--- config.mk ---
export PLATFORM = sky130hd
export DESIGN_NAME = mem_arbiter_flat
export DESIGN_NICKNAME = d
export VERILOG_FILES = /design/src/rtl/mem_arbiter_pkg.sv /design/src/rtl/mem_arbiter_if.sv /design/src/rtl/mem_arbiter.sv /design/src/flat_wrapper.sv
export SDC_FILE = /design/constraint.sdc
export NUM_CORES = 1
export LEC_CHECK = 0
export ABC_AREA = 1
export CAP_MARGIN = 20
export CORE_ASPECT_RATIO = 0.9
export CORE_MARGIN = 5
export CORE_UTILIZATION = 32
export DETAILED_ROUTE_END_ITERATION = 8
export GPL_TIMING_DRIVEN = 1
export PLACE_DENSITY = 0.8
export SLEW_MARGIN = 10
export SYNTH_ARGS = -nofsm -noshare
export SYNTH_HDL_FRONTEND = slang
export SYNTH_SLANG_ARGS = --single-unit
export TNS_END_PERCENT = 10
--- constraint.sdc ---
create_clock -name clk -period 1.4 [get_ports clk]
set_input_delay 0.14 -clock clk [delete_from_list [all_inputs] [get_ports clk]]
set_output_delay 0.14 -clock clk [all_outputs]
set_load 0.01 [all_outputs]
--- src/rtl/mem_arbiter_pkg.sv ---
// Shared types and constants for the two-port memory arbiter.
// The testbench imports this package as well as the RTL.
package mem_arbiter_pkg;

  localparam int STARVE_LIMIT_DEFAULT = 3;
  localparam int ADDR_W = 16;
  localparam int DATA_W = 16;

  typedef enum logic [2:0] {
    ST_IDLE,
    ST_CPU_ISSUE,
    ST_LD_ISSUE,
    ST_CPU_RESP,
    ST_LD_RESP
  } state_t;

  typedef enum logic [1:0] {
    OWN_NONE = 2'b00,
    OWN_CPU  = 2'b01,
    OWN_LD   = 2'b10
  } owner_t;

  // The counter holds its value once it reaches the limit.
  function automatic logic [1:0] starveNext(input logic [1:0] cnt, input logic [1:0] limit);
    return (cnt == limit) ? cnt : cnt + 2'd1;
  endfunction

endpackage

--- src/rtl/mem_arbiter_if.sv ---
// Bundle of CPU, loader and RAM signals around the memory arbiter.
// The arbiter is the slave; the requesters and the RAM sit on the master side.
interface mem_arbiter_if;
  import mem_arbiter_pkg::*;

  logic              cpu_req;
  logic              cpu_we;
  logic [ADDR_W-1:0] cpu_addr;
  logic [DATA_W-1:0] cpu_wdata;
  logic [DATA_W-1:0] cpu_rdata;
  logic              cpu_ack;
  logic              cpu_stall;

  logic              ld_req;
  logic              ld_we;
  logic [ADDR_W-1:0] ld_addr;
  logic [DATA_W-1:0] ld_wdata;
  logic [DATA_W-1:0] ld_rdata;
  logic              ld_ack;

  logic [ADDR_W-1:0] mem_addr;
  logic [DATA_W-1:0] mem_din;
  logic              mem_we;
  logic [DATA_W-1:0] mem_dout;

  logic [1:0]        owner;

  modport slave (
    input  cpu_req, cpu_we, cpu_addr, cpu_wdata,
    input  ld_req, ld_we, ld_addr, ld_wdata,
    input  mem_dout,
    output cpu_rdata, cpu_ack, cpu_stall,
    output ld_rdata, ld_ack,
    output mem_addr, mem_din, mem_we, owner
  );

  modport master (
    output cpu_req, cpu_we, cpu_addr, cpu_wdata,
    output ld_req, ld_we, ld_addr, ld_wdata,
    output mem_dout,
    input  cpu_rdata, cpu_ack, cpu_stall,
    input  ld_rdata, ld_ack,
    input  mem_addr, mem_din, mem_we, owner
  );

endinterface

--- src/rtl/mem_arbiter.sv ---
// Arbitrates a CPU and a program loader onto one synchronous single-port RAM.
// Each access takes an ISSUE cycle and a RESP cycle; a starvation counter lets the loader win contended IDLE decisions.
module mem_arbiter
  import mem_arbiter_pkg::*;
#(
  parameter int STARVE_LIMIT = STARVE_LIMIT_DEFAULT
) (
  input logic        clk,
  input logic        reset,
  mem_arbiter_if.slave bus
);

  localparam logic [1:0] LIMIT = 2'(STARVE_LIMIT);

  state_t            state_q, state_d;
  logic [1:0]        starve_q, starve_d;
  logic [DATA_W-1:0] cpu_rdata_q, cpu_rdata_d;
  logic [DATA_W-1:0] ld_rdata_q, ld_rdata_d;

  logic              cpuAck, ldAck, memWe;
  logic [ADDR_W-1:0] memAddr;
  logic [DATA_W-1:0] memDin;
  owner_t            owner;

  always_ff @(posedge clk or negedge reset) begin
    if (!reset) begin
      state_q     <= ST_IDLE;
      starve_q    <= 2'd0;
      cpu_rdata_q <= '0;
      ld_rdata_q  <= '0;
    end else begin
      state_q     <= state_d;
      starve_q    <= starve_d;
      cpu_rdata_q <= cpu_rdata_d;
      ld_rdata_q  <= ld_rdata_d;
    end
  end

  always_comb begin
    state_d     = state_q;
    starve_d    = starve_q;
    cpu_rdata_d = cpu_rdata_q;
    ld_rdata_d  = ld_rdata_q;
    cpuAck      = 1'b0;
    ldAck       = 1'b0;
    memWe       = 1'b0;
    memAddr     = '0;
    memDin      = '0;
    owner       = OWN_NONE;

    case (state_q)
      ST_IDLE: begin
        if (bus.cpu_req && !(bus.ld_req && starve_q == LIMIT))
          state_d = ST_CPU_ISSUE;
        else if (bus.ld_req)
          state_d = ST_LD_ISSUE;
      end
      ST_CPU_ISSUE: begin
        owner   = OWN_CPU;
        memWe   = bus.cpu_we;
        memAddr = bus.cpu_addr;
        memDin  = bus.cpu_wdata;
        state_d = ST_CPU_RESP;
      end
      ST_LD_ISSUE: begin
        owner   = OWN_LD;
        memWe   = bus.ld_we;
        memAddr = bus.ld_addr;
        memDin  = bus.ld_wdata;
        state_d = ST_LD_RESP;
      end
      // The requester just acked is ineligible, so only the other side can follow directly.
      ST_CPU_RESP: begin
        owner       = OWN_CPU;
        cpuAck      = 1'b1;
        cpu_rdata_d = bus.mem_dout;
        state_d     = bus.ld_req ? ST_LD_ISSUE : ST_IDLE;
      end
      ST_LD_RESP: begin
        owner      = OWN_LD;
        ldAck      = 1'b1;
        ld_rdata_d = bus.mem_dout;
        state_d    = bus.cpu_req ? ST_CPU_ISSUE : ST_IDLE;
      end
      default: state_d = ST_IDLE;
    endcase

    if (state_d == ST_LD_ISSUE)
      starve_d = 2'd0;
    else if (state_d == ST_CPU_ISSUE && bus.ld_req)
      starve_d = starveNext(starve_q, LIMIT);
  end

  assign bus.cpu_ack   = cpuAck;
  assign bus.ld_ack    = ldAck;
  assign bus.cpu_rdata = cpu_rdata_d;
  assign bus.ld_rdata  = ld_rdata_d;
  assign bus.cpu_stall = bus.cpu_req & ~cpuAck;
  assign bus.mem_we    = memWe;
  assign bus.mem_addr  = memAddr;
  assign bus.mem_din   = memDin;
  assign bus.owner     = owner;

endmodule

--- src/flat_wrapper.sv ---
// flat-port wrapper written by rule: the top's interface ports become plain ports
module mem_arbiter_flat import mem_arbiter_pkg::*;
#(
  parameter int STARVE_LIMIT = STARVE_LIMIT_DEFAULT
)
  (clk, reset, bus_cpu_req, bus_cpu_we, bus_cpu_addr, bus_cpu_wdata, bus_ld_req, bus_ld_we, bus_ld_addr, bus_ld_wdata, bus_mem_dout, bus_cpu_rdata, bus_cpu_ack, bus_cpu_stall, bus_ld_rdata, bus_ld_ack, bus_mem_addr, bus_mem_din, bus_mem_we, bus_owner);
  mem_arbiter_if bus_i ();
  input logic clk;
  input logic reset;
  input wire logic [$bits(bus_i.cpu_req)-1:0] bus_cpu_req;
  input wire logic [$bits(bus_i.cpu_we)-1:0] bus_cpu_we;
  input wire logic [$bits(bus_i.cpu_addr)-1:0] bus_cpu_addr;
  input wire logic [$bits(bus_i.cpu_wdata)-1:0] bus_cpu_wdata;
  input wire logic [$bits(bus_i.ld_req)-1:0] bus_ld_req;
  input wire logic [$bits(bus_i.ld_we)-1:0] bus_ld_we;
  input wire logic [$bits(bus_i.ld_addr)-1:0] bus_ld_addr;
  input wire logic [$bits(bus_i.ld_wdata)-1:0] bus_ld_wdata;
  input wire logic [$bits(bus_i.mem_dout)-1:0] bus_mem_dout;
  output wire logic [$bits(bus_i.cpu_rdata)-1:0] bus_cpu_rdata;
  output wire logic [$bits(bus_i.cpu_ack)-1:0] bus_cpu_ack;
  output wire logic [$bits(bus_i.cpu_stall)-1:0] bus_cpu_stall;
  output wire logic [$bits(bus_i.ld_rdata)-1:0] bus_ld_rdata;
  output wire logic [$bits(bus_i.ld_ack)-1:0] bus_ld_ack;
  output wire logic [$bits(bus_i.mem_addr)-1:0] bus_mem_addr;
  output wire logic [$bits(bus_i.mem_din)-1:0] bus_mem_din;
  output wire logic [$bits(bus_i.mem_we)-1:0] bus_mem_we;
  output wire logic [$bits(bus_i.owner)-1:0] bus_owner;
  assign bus_i.cpu_req = bus_cpu_req;
  assign bus_i.cpu_we = bus_cpu_we;
  assign bus_i.cpu_addr = bus_cpu_addr;
  assign bus_i.cpu_wdata = bus_cpu_wdata;
  assign bus_i.ld_req = bus_ld_req;
  assign bus_i.ld_we = bus_ld_we;
  assign bus_i.ld_addr = bus_ld_addr;
  assign bus_i.ld_wdata = bus_ld_wdata;
  assign bus_i.mem_dout = bus_mem_dout;
  assign bus_cpu_rdata = bus_i.cpu_rdata;
  assign bus_cpu_ack = bus_i.cpu_ack;
  assign bus_cpu_stall = bus_i.cpu_stall;
  assign bus_ld_rdata = bus_i.ld_rdata;
  assign bus_ld_ack = bus_i.ld_ack;
  assign bus_mem_addr = bus_i.mem_addr;
  assign bus_mem_din = bus_i.mem_din;
  assign bus_mem_we = bus_i.mem_we;
  assign bus_owner = bus_i.owner;
  mem_arbiter #(.STARVE_LIMIT(STARVE_LIMIT)) u_core (.clk(clk), .reset(reset), .bus(bus_i));
endmodule
==> qor.csv, run 1 <==
metric,value,unit
overflow,0,
routedWlPerCell,17.1,um
final_area,3770,um2
worstSkewPairLatency,0.28,ns
num_rows,26,
numCtsBuffers,5,
vias_per_cell,4.88,
tns,-17.20,ns
clkTransAtPathRegs,0.07,ns
pin_count,156,
fin_skew,0.00448,ns
crit_buf_inv,4,
combPwrFrac,70.4,%
power.density,2220,nW/um2
p_leak,1.84,nW
avgSynthCellArea,9.05,um2
drive_above_1_share,40.4,%
required,1.26,ns
worst_pin_slew,0.484,ns
p_clk_share,8.5,%
hp-class,input pin to flip-flop,
fmax,0.569,GHz
fin_nets,477,
ys_seq_area_share,49.9,%
grt_max_degree,38,
hold_violations,0,
track_usage,20.2,%
p_int,4.78,mW
dr.pass1.iters,5,
period_minus_slack,1.76,ns
place_area,3680,um2
rsz0062_at_grt,yes,
worstPathArrival,1.62,ns
drt.antenna.violating_nets,0,
relSlewSlack,67.8,%
layout_commonest_cell,clkdlybuf4s50_1,
post-route-util,66.6,%
grt_pass1_wl,12.0,mm
cp_slowest_stage_delay,0.36,ns
crit_fanout,18,
dpl.hpwl,5.71,mm
cts_sinks,37,
core_region_area,5660,um2
synth_top_area_cell,dfrtp_1,
cap_viol_max_count,0,
fill_cells,468,
n_antenna_cell,0,
syn2layout_area_growth,103,%
timing.final.ws_setup,-0.357,ns
path_delay_family,buffers and inverters,
chipWidth,90.3,um
dieArea,7420,um2
final_cell_mix,"84 x clkdlybuf4s50_1, 53 x buf_2, 38 x nand2_1",
crit_type,flip-flop to primary output,
antenna_found_initial,0,
seqPwrFrac,21.2,%
synthCells,205,
gp_congestion,0.750,
die_h,82.2,um
final-max-slew-violation-count,0,
start_util,32.8,%
via_count,2248,
routed_wl,7.90,mm
cts_max_level,2,
cts_tree,built,
drc_errors,0,
power_switching,3.58,mW
violations,negative setup slack,
min_period_over_period,126,%
syn-num-nets,292,
worst_setup_path_start_kind,flip-flop,
status,"complete, but fails checks",
synth.area.top_cells,"dfrtp_1 50%, a32o_1 18%, o21ai_1 9.2%, nand2_1 8.7%, inv_1 4.0%",
end_kind,primary output,
ctsLongestPathBuffers,2,
setup_violations,71,
drt_iter0_drc,69,
yosysTopAreaCellShare,49.9,%
first_global_vias,2376,
cp_cell_sequence,inv_2 -> buf_6 -> nor2_4 -> nand2_4 -> buf_12 -> o21ai_2 -> clkdlybuf4s15_2,
portBuffers,155,
ys_ff_latch,37,
p_sw_share,42.8,%
yosysWarnings,0,
slowest_stage,dfrtp_1,
ir_drop,0.00142,V
cts_root_buf,clkbuf_8,
syn_area,1860,um2
synth_cell_types,17,
[stage by stage]
step	cells	setup slack [ns]	total power [mW]	hold slack, ns
after floorplan	205	0.0419	4.24	-0.156
after global placement	446	-0.453	7.71	0.213
after detailed placement	446	-0.482	7.82	0.216
after CTS	460	-0.412	8.26	0.433
after global routing	461	-0.426	8.95	0.446
final	461	-0.357	8.36	0.439
[cell families after synthesis]
kind of cell    count (synthesis)  share of synthesized area (%)
compound gates                 69                           27.6
fa+ha+maj                       1                          0.674
buf+inv                        40                           8.83
flops                          37                           49.9
simple gates                   58                           12.9
[layer usage]
layer,GRT usage [%],vias up,routed length [um]
met5,0,-,0
met4,7.14,0,123
met3,3.99,8,269
met2,36.7,52,4470
met1,24.3,1089,3040
li1,-,1099,-
[state kept, by name (all words and copies together) (netlist names)]
name / cells
u_core.ld_rdata_q: 16
u_core.starve_q: 2
u_core.cpu_rdata_q: 16
u_core.state_q: 3
[tightest hold or removal path: cells and delay by family]
| family | cells | cell delay (ns) |
|---|---|---|
| buf+inv | 2 | 0.47 |
| compound gates | 1 | 0.07 |
[area by class of cell]
class | count | area (um2) | area share [%]
Timing Repair Buffer | 192 | 1640 | 43.5
Timing Repair inverter | 1 | 11.3 | 0.299
Multi-Input combinational cell | 128 | 922 | 24.5
Inverter | 25 | 101 | 2.69
Tap cell | 70 | 87.6 | 2.32
Clock buffer | 8 | 80.1 | 2.12
Sequential cell | 37 | 926 | 24.6
[synth_stat cells (all sizes together)]
library cell	n
nand2	43
dfrtp	37
o21ai	34
a32o	33
inv	25
buf	12
nand3	7
nor2	7
clkbuf	3
a21boi	1
a21oi	1
ha	1
nand3b	1
[final timing paths]
| path | from | to | slack (ns) | cells past startpoint |
|---|---|---|---|---|
| max in group asynchronous | reset | u_core.ld_rdata_q[3] | 0.61 | 3 |
| max reg2reg | u_core.state_q[0] | u_core.starve_q[0] | -0.19 | 11 |
| min in group asynchronous | reset | u_core.ld_rdata_q[12] | 0.45 | 3 |
| max | u_core.state_q[0] | bus_cpu_rdata[9] | -0.36 | 7 |
| min reg2reg | u_core.ld_rdata_q[0] | u_core.ld_rdata_q[0] | 0.47 | 2 |
| min | bus_mem_dout[5] | u_core.ld_rdata_q[5] | 0.44 | 3 |
[power by group through the flow]
stage	registers, mW	logic [mW]	clock network, mW
2_1_floorplan	1.74	2.50	0
3_3_place_gp	1.76	5.95	0
3_5_place_dp	1.78	6.04	0
4_1_cts	1.76	5.76	0.734
5_1_grt	1.82	6.35	0.784
6_report	1.77	5.88	0.707
[what timing repair did]
item                                    CTS  global route
hold buffers                              1             0
buffers inserted                          3             1
endpoints found under the setup margin   72            74
pin swaps                                 3             6
gates cloned                              2             0
gates resized for setup                 291            33
endpoints found under the hold margin    37             0
No activity file was read; power rests on OpenSTA's default activity.
==> run 2, diff against run 1 <==
TNS_END_PERCENT = default   (was 10)
==> run 2 against run 1 <==
Net effect: the flow still finishes with violations (negative setup slack); sequential share of layout area is 3.3 points lower; setup slack worse by 0.021 ns; clock-buffer cell count stayed put; global-route usage is 0.68 points higher; sequential power is 5% higher; die area stayed put; critical path type unchanged; largest power group unchanged; highest routed layer unchanged.
==> qor.csv, run 2 (synthesis results as in run 1) <==
metric,value,unit,change
cts_sinks,37,,unchanged
tns,-21.56,ns,was -17.20 ns
dieArea,7420,um2,unchanged
drc_errors,0,,unchanged
core_region_area,5660,um2,unchanged
n_antenna_cell,0,,unchanged
power.density,2380,nW/um2,was 2220 nW/um2
crit_type,flip-flop to primary output,,unchanged
layout_commonest_cell,clkdlybuf4s50_1,,unchanged
grt_max_degree,38,,unchanged
chipWidth,90.3,um,unchanged
portBuffers,155,,unchanged
antenna_found_initial,0,,unchanged
end_kind,primary output,,unchanged
status,"complete, but fails checks",,unchanged
ctsLongestPathBuffers,2,,unchanged
worstSkewPairLatency,0.29,ns,was 0.28 ns
violations,negative setup slack,,unchanged
worst_pin_slew,0.478,ns,was 0.484 ns
syn2layout_area_growth,135,%,was 103%
worstPathArrival,1.64,ns,was 1.62 ns
track_usage,20.9,%,was 20.2%
p_leak,2.06,nW,was 1.84 nW
drt.antenna.violating_nets,0,,unchanged
hp-class,input pin to asynchronous set/reset pin,,was input pin to flip-flop
num_rows,26,,unchanged
crit_fanout,18,,unchanged
gp_congestion,0.750,,unchanged
fin_nets,499,,was 477
post-place-ws,-0.482,ns,unchanged
drt_iter0_drc,118,,was 69
routedWlPerCell,18.8,um,was 17.1 um
required,1.26,ns,about the same
top_regs,"u_core.cpu_rdata_q: 16 flops, u_core.ld_rdata_q: 16 flops, u_core.state_q: 3 flops",,unchanged
fill_cells,369,,was 468
dr.pass1.iters,4,,was 5
rsz0062_at_grt,yes,,unchanged
seqPwrFrac,17.8,%,was 21.2%
start_util,32.8,%,unchanged
dpl.hpwl,5.71,mm,unchanged
vias_per_cell,5.05,,was 4.88
cts_max_level,2,,unchanged
pin_count,156,,unchanged
p_sw_share,41.9,%,was 42.8%
hold_violations,0,,unchanged
r2r_cells,12,,was 11
ir_drop,0.00157,V,was 0.00142 V
fin_skew,0.00319,ns,was 0.00448 ns
p_clk_share,7.0,%,was 8.5%
final_cell_mix,"84 x clkdlybuf4s50_1, 47 x buf_2, 37 x dfrtp_1",,"was 84 x clkdlybuf4s50_1, 53 x buf_2, 38 x nand2_1"
first_global_vias,2443,,was 2376
setup_violations,75,,was 71
clkTransAtPathRegs,0.07,ns,about the same
worst_setup_path_start_kind,flip-flop,,unchanged
relSlewSlack,68.2,%,was 67.8%
via_count,2439,,was 2248
combPwrFrac,75.2,%,was 70.4%
overflow,0,,unchanged
rr_endpoint,u_core.starve_q[0],,unchanged
final-max-slew-violation-count,0,,unchanged
post-route-util,77.0,%,was 66.6%
cts_root_buf,clkbuf_8,,unchanged
fmax,0.563,GHz,was 0.569 GHz
numCtsBuffers,5,,unchanged
die_h,82.2,um,unchanged
min_period_over_period,127,%,was 126%
cap_viol_max_count,0,,unchanged
reg2reg_slack,-0.25,ns,was -0.19 ns
cts_tree,built,,unchanged
period_minus_slack,1.78,ns,was 1.76 ns
power_switching,4.35,mW,was 3.58 mW
routed_wl,9.09,mm,was 7.90 mm
drive_above_1_share,48.9,%,was 40.4%
timing.final.ws_setup,-0.378,ns,was -0.357 ns
p_int,6.02,mW,was 4.78 mW
grt_pass1_wl,12.4,mm,was 12.0 mm
r2r_start,u_core.state_q[0],,unchanged
run 2: power by group through the flow:
stage | sequential [mW] | clock [mW] | combinational (mW)
after floorplan | 1.74 | 0 | 2.50
after global placement | 1.76 | 0 | 5.95
after detailed placement | 1.78 | 0 | 6.04
after CTS | 1.77 | 0.734 | 6.28
after global routing | 1.89 | 0.788 | 8.26
final | 1.85 | 0.725 | 7.80
run 2: worst max path at each step:
| stage | from | end | slack, ns | depth (start not counted) |
|---|---|---|---|---|
| floorplan | u_core.state_q[1] | bus_ld_rdata[10] | 0.04 | 6 |
| global placement | u_core.state_q[2] | bus_ld_rdata[4] | -0.45 | 6 |
| detailed placement | u_core.state_q[2] | bus_ld_rdata[10] | -0.48 | 6 |
| CTS | u_core.state_q[0] | bus_cpu_rdata[12] | -0.40 | 7 |
| global route | u_core.state_q[0] | bus_cpu_rdata[9] | -0.44 | 8 |
| finish | u_core.state_q[0] | bus_cpu_rdata[9] | -0.38 | 7 |
run 2: what timing repair did:
item,in CTS,in global routing
gates cloned,5,4
setup buffers,7,14
endpoints found under the setup margin,72,81
resized for setup,332,94
pin swaps,10,13
hold buffers,1,0
hold endpoints to repair,37,0
run 2: through the flow:
| step | instances | power, mW | area [um2] | hold WS (ns) |
|---|---|---|---|---|
| global placement | 446 | 7.71 | 3680 | 0.213 |
| CTS | 467 | 8.78 | 3860 | 0.433 |
| global route | 483 | 10.9 | 4360 | 0.476 |
| detailed placement | 446 | 7.82 | 3680 | 0.216 |
| floorplan | 205 | 4.24 | 1860 | -0.156 |
| finish | 483 | 10.4 | 4360 | 0.451 |
run 2: layout make-up:
cell class	instances	area [um2]	area share [%]
repair inverters	4	50.0	1.15
inverters	25	114	2.61
repair buffers	211	1970	45.2
clock buffers	8	80.1	1.84
well taps	70	87.6	2.01
flip-flops and latches	37	926	21.3
multi-input cells	128	1130	26.0
run 2: metal layers:
| layer | GRT usage, % | part of all wire, % | vias up |
|---|---|---|---|
| li1 | - | - | 1148 |
| met1 | 25.7 | 38 | 1224 |
| met2 | 38.4 | 57 | 58 |
| met3 | 3.99 | 3.3 | 9 |
| met4 | 5.06 | 1.3 | 0 |
| met5 | 0 | 0 | - |
run 2: worst max-delay path: stages, from the launching register on:
cell	delay, ns
dfrtp_1	0.36
inv_2	0.05
buf_6	0.13
nor2_4	0.17
nand2_4	0.10
buf_12	0.16
o21ai_2	0.13
clkdlybuf4s15_2	0.24
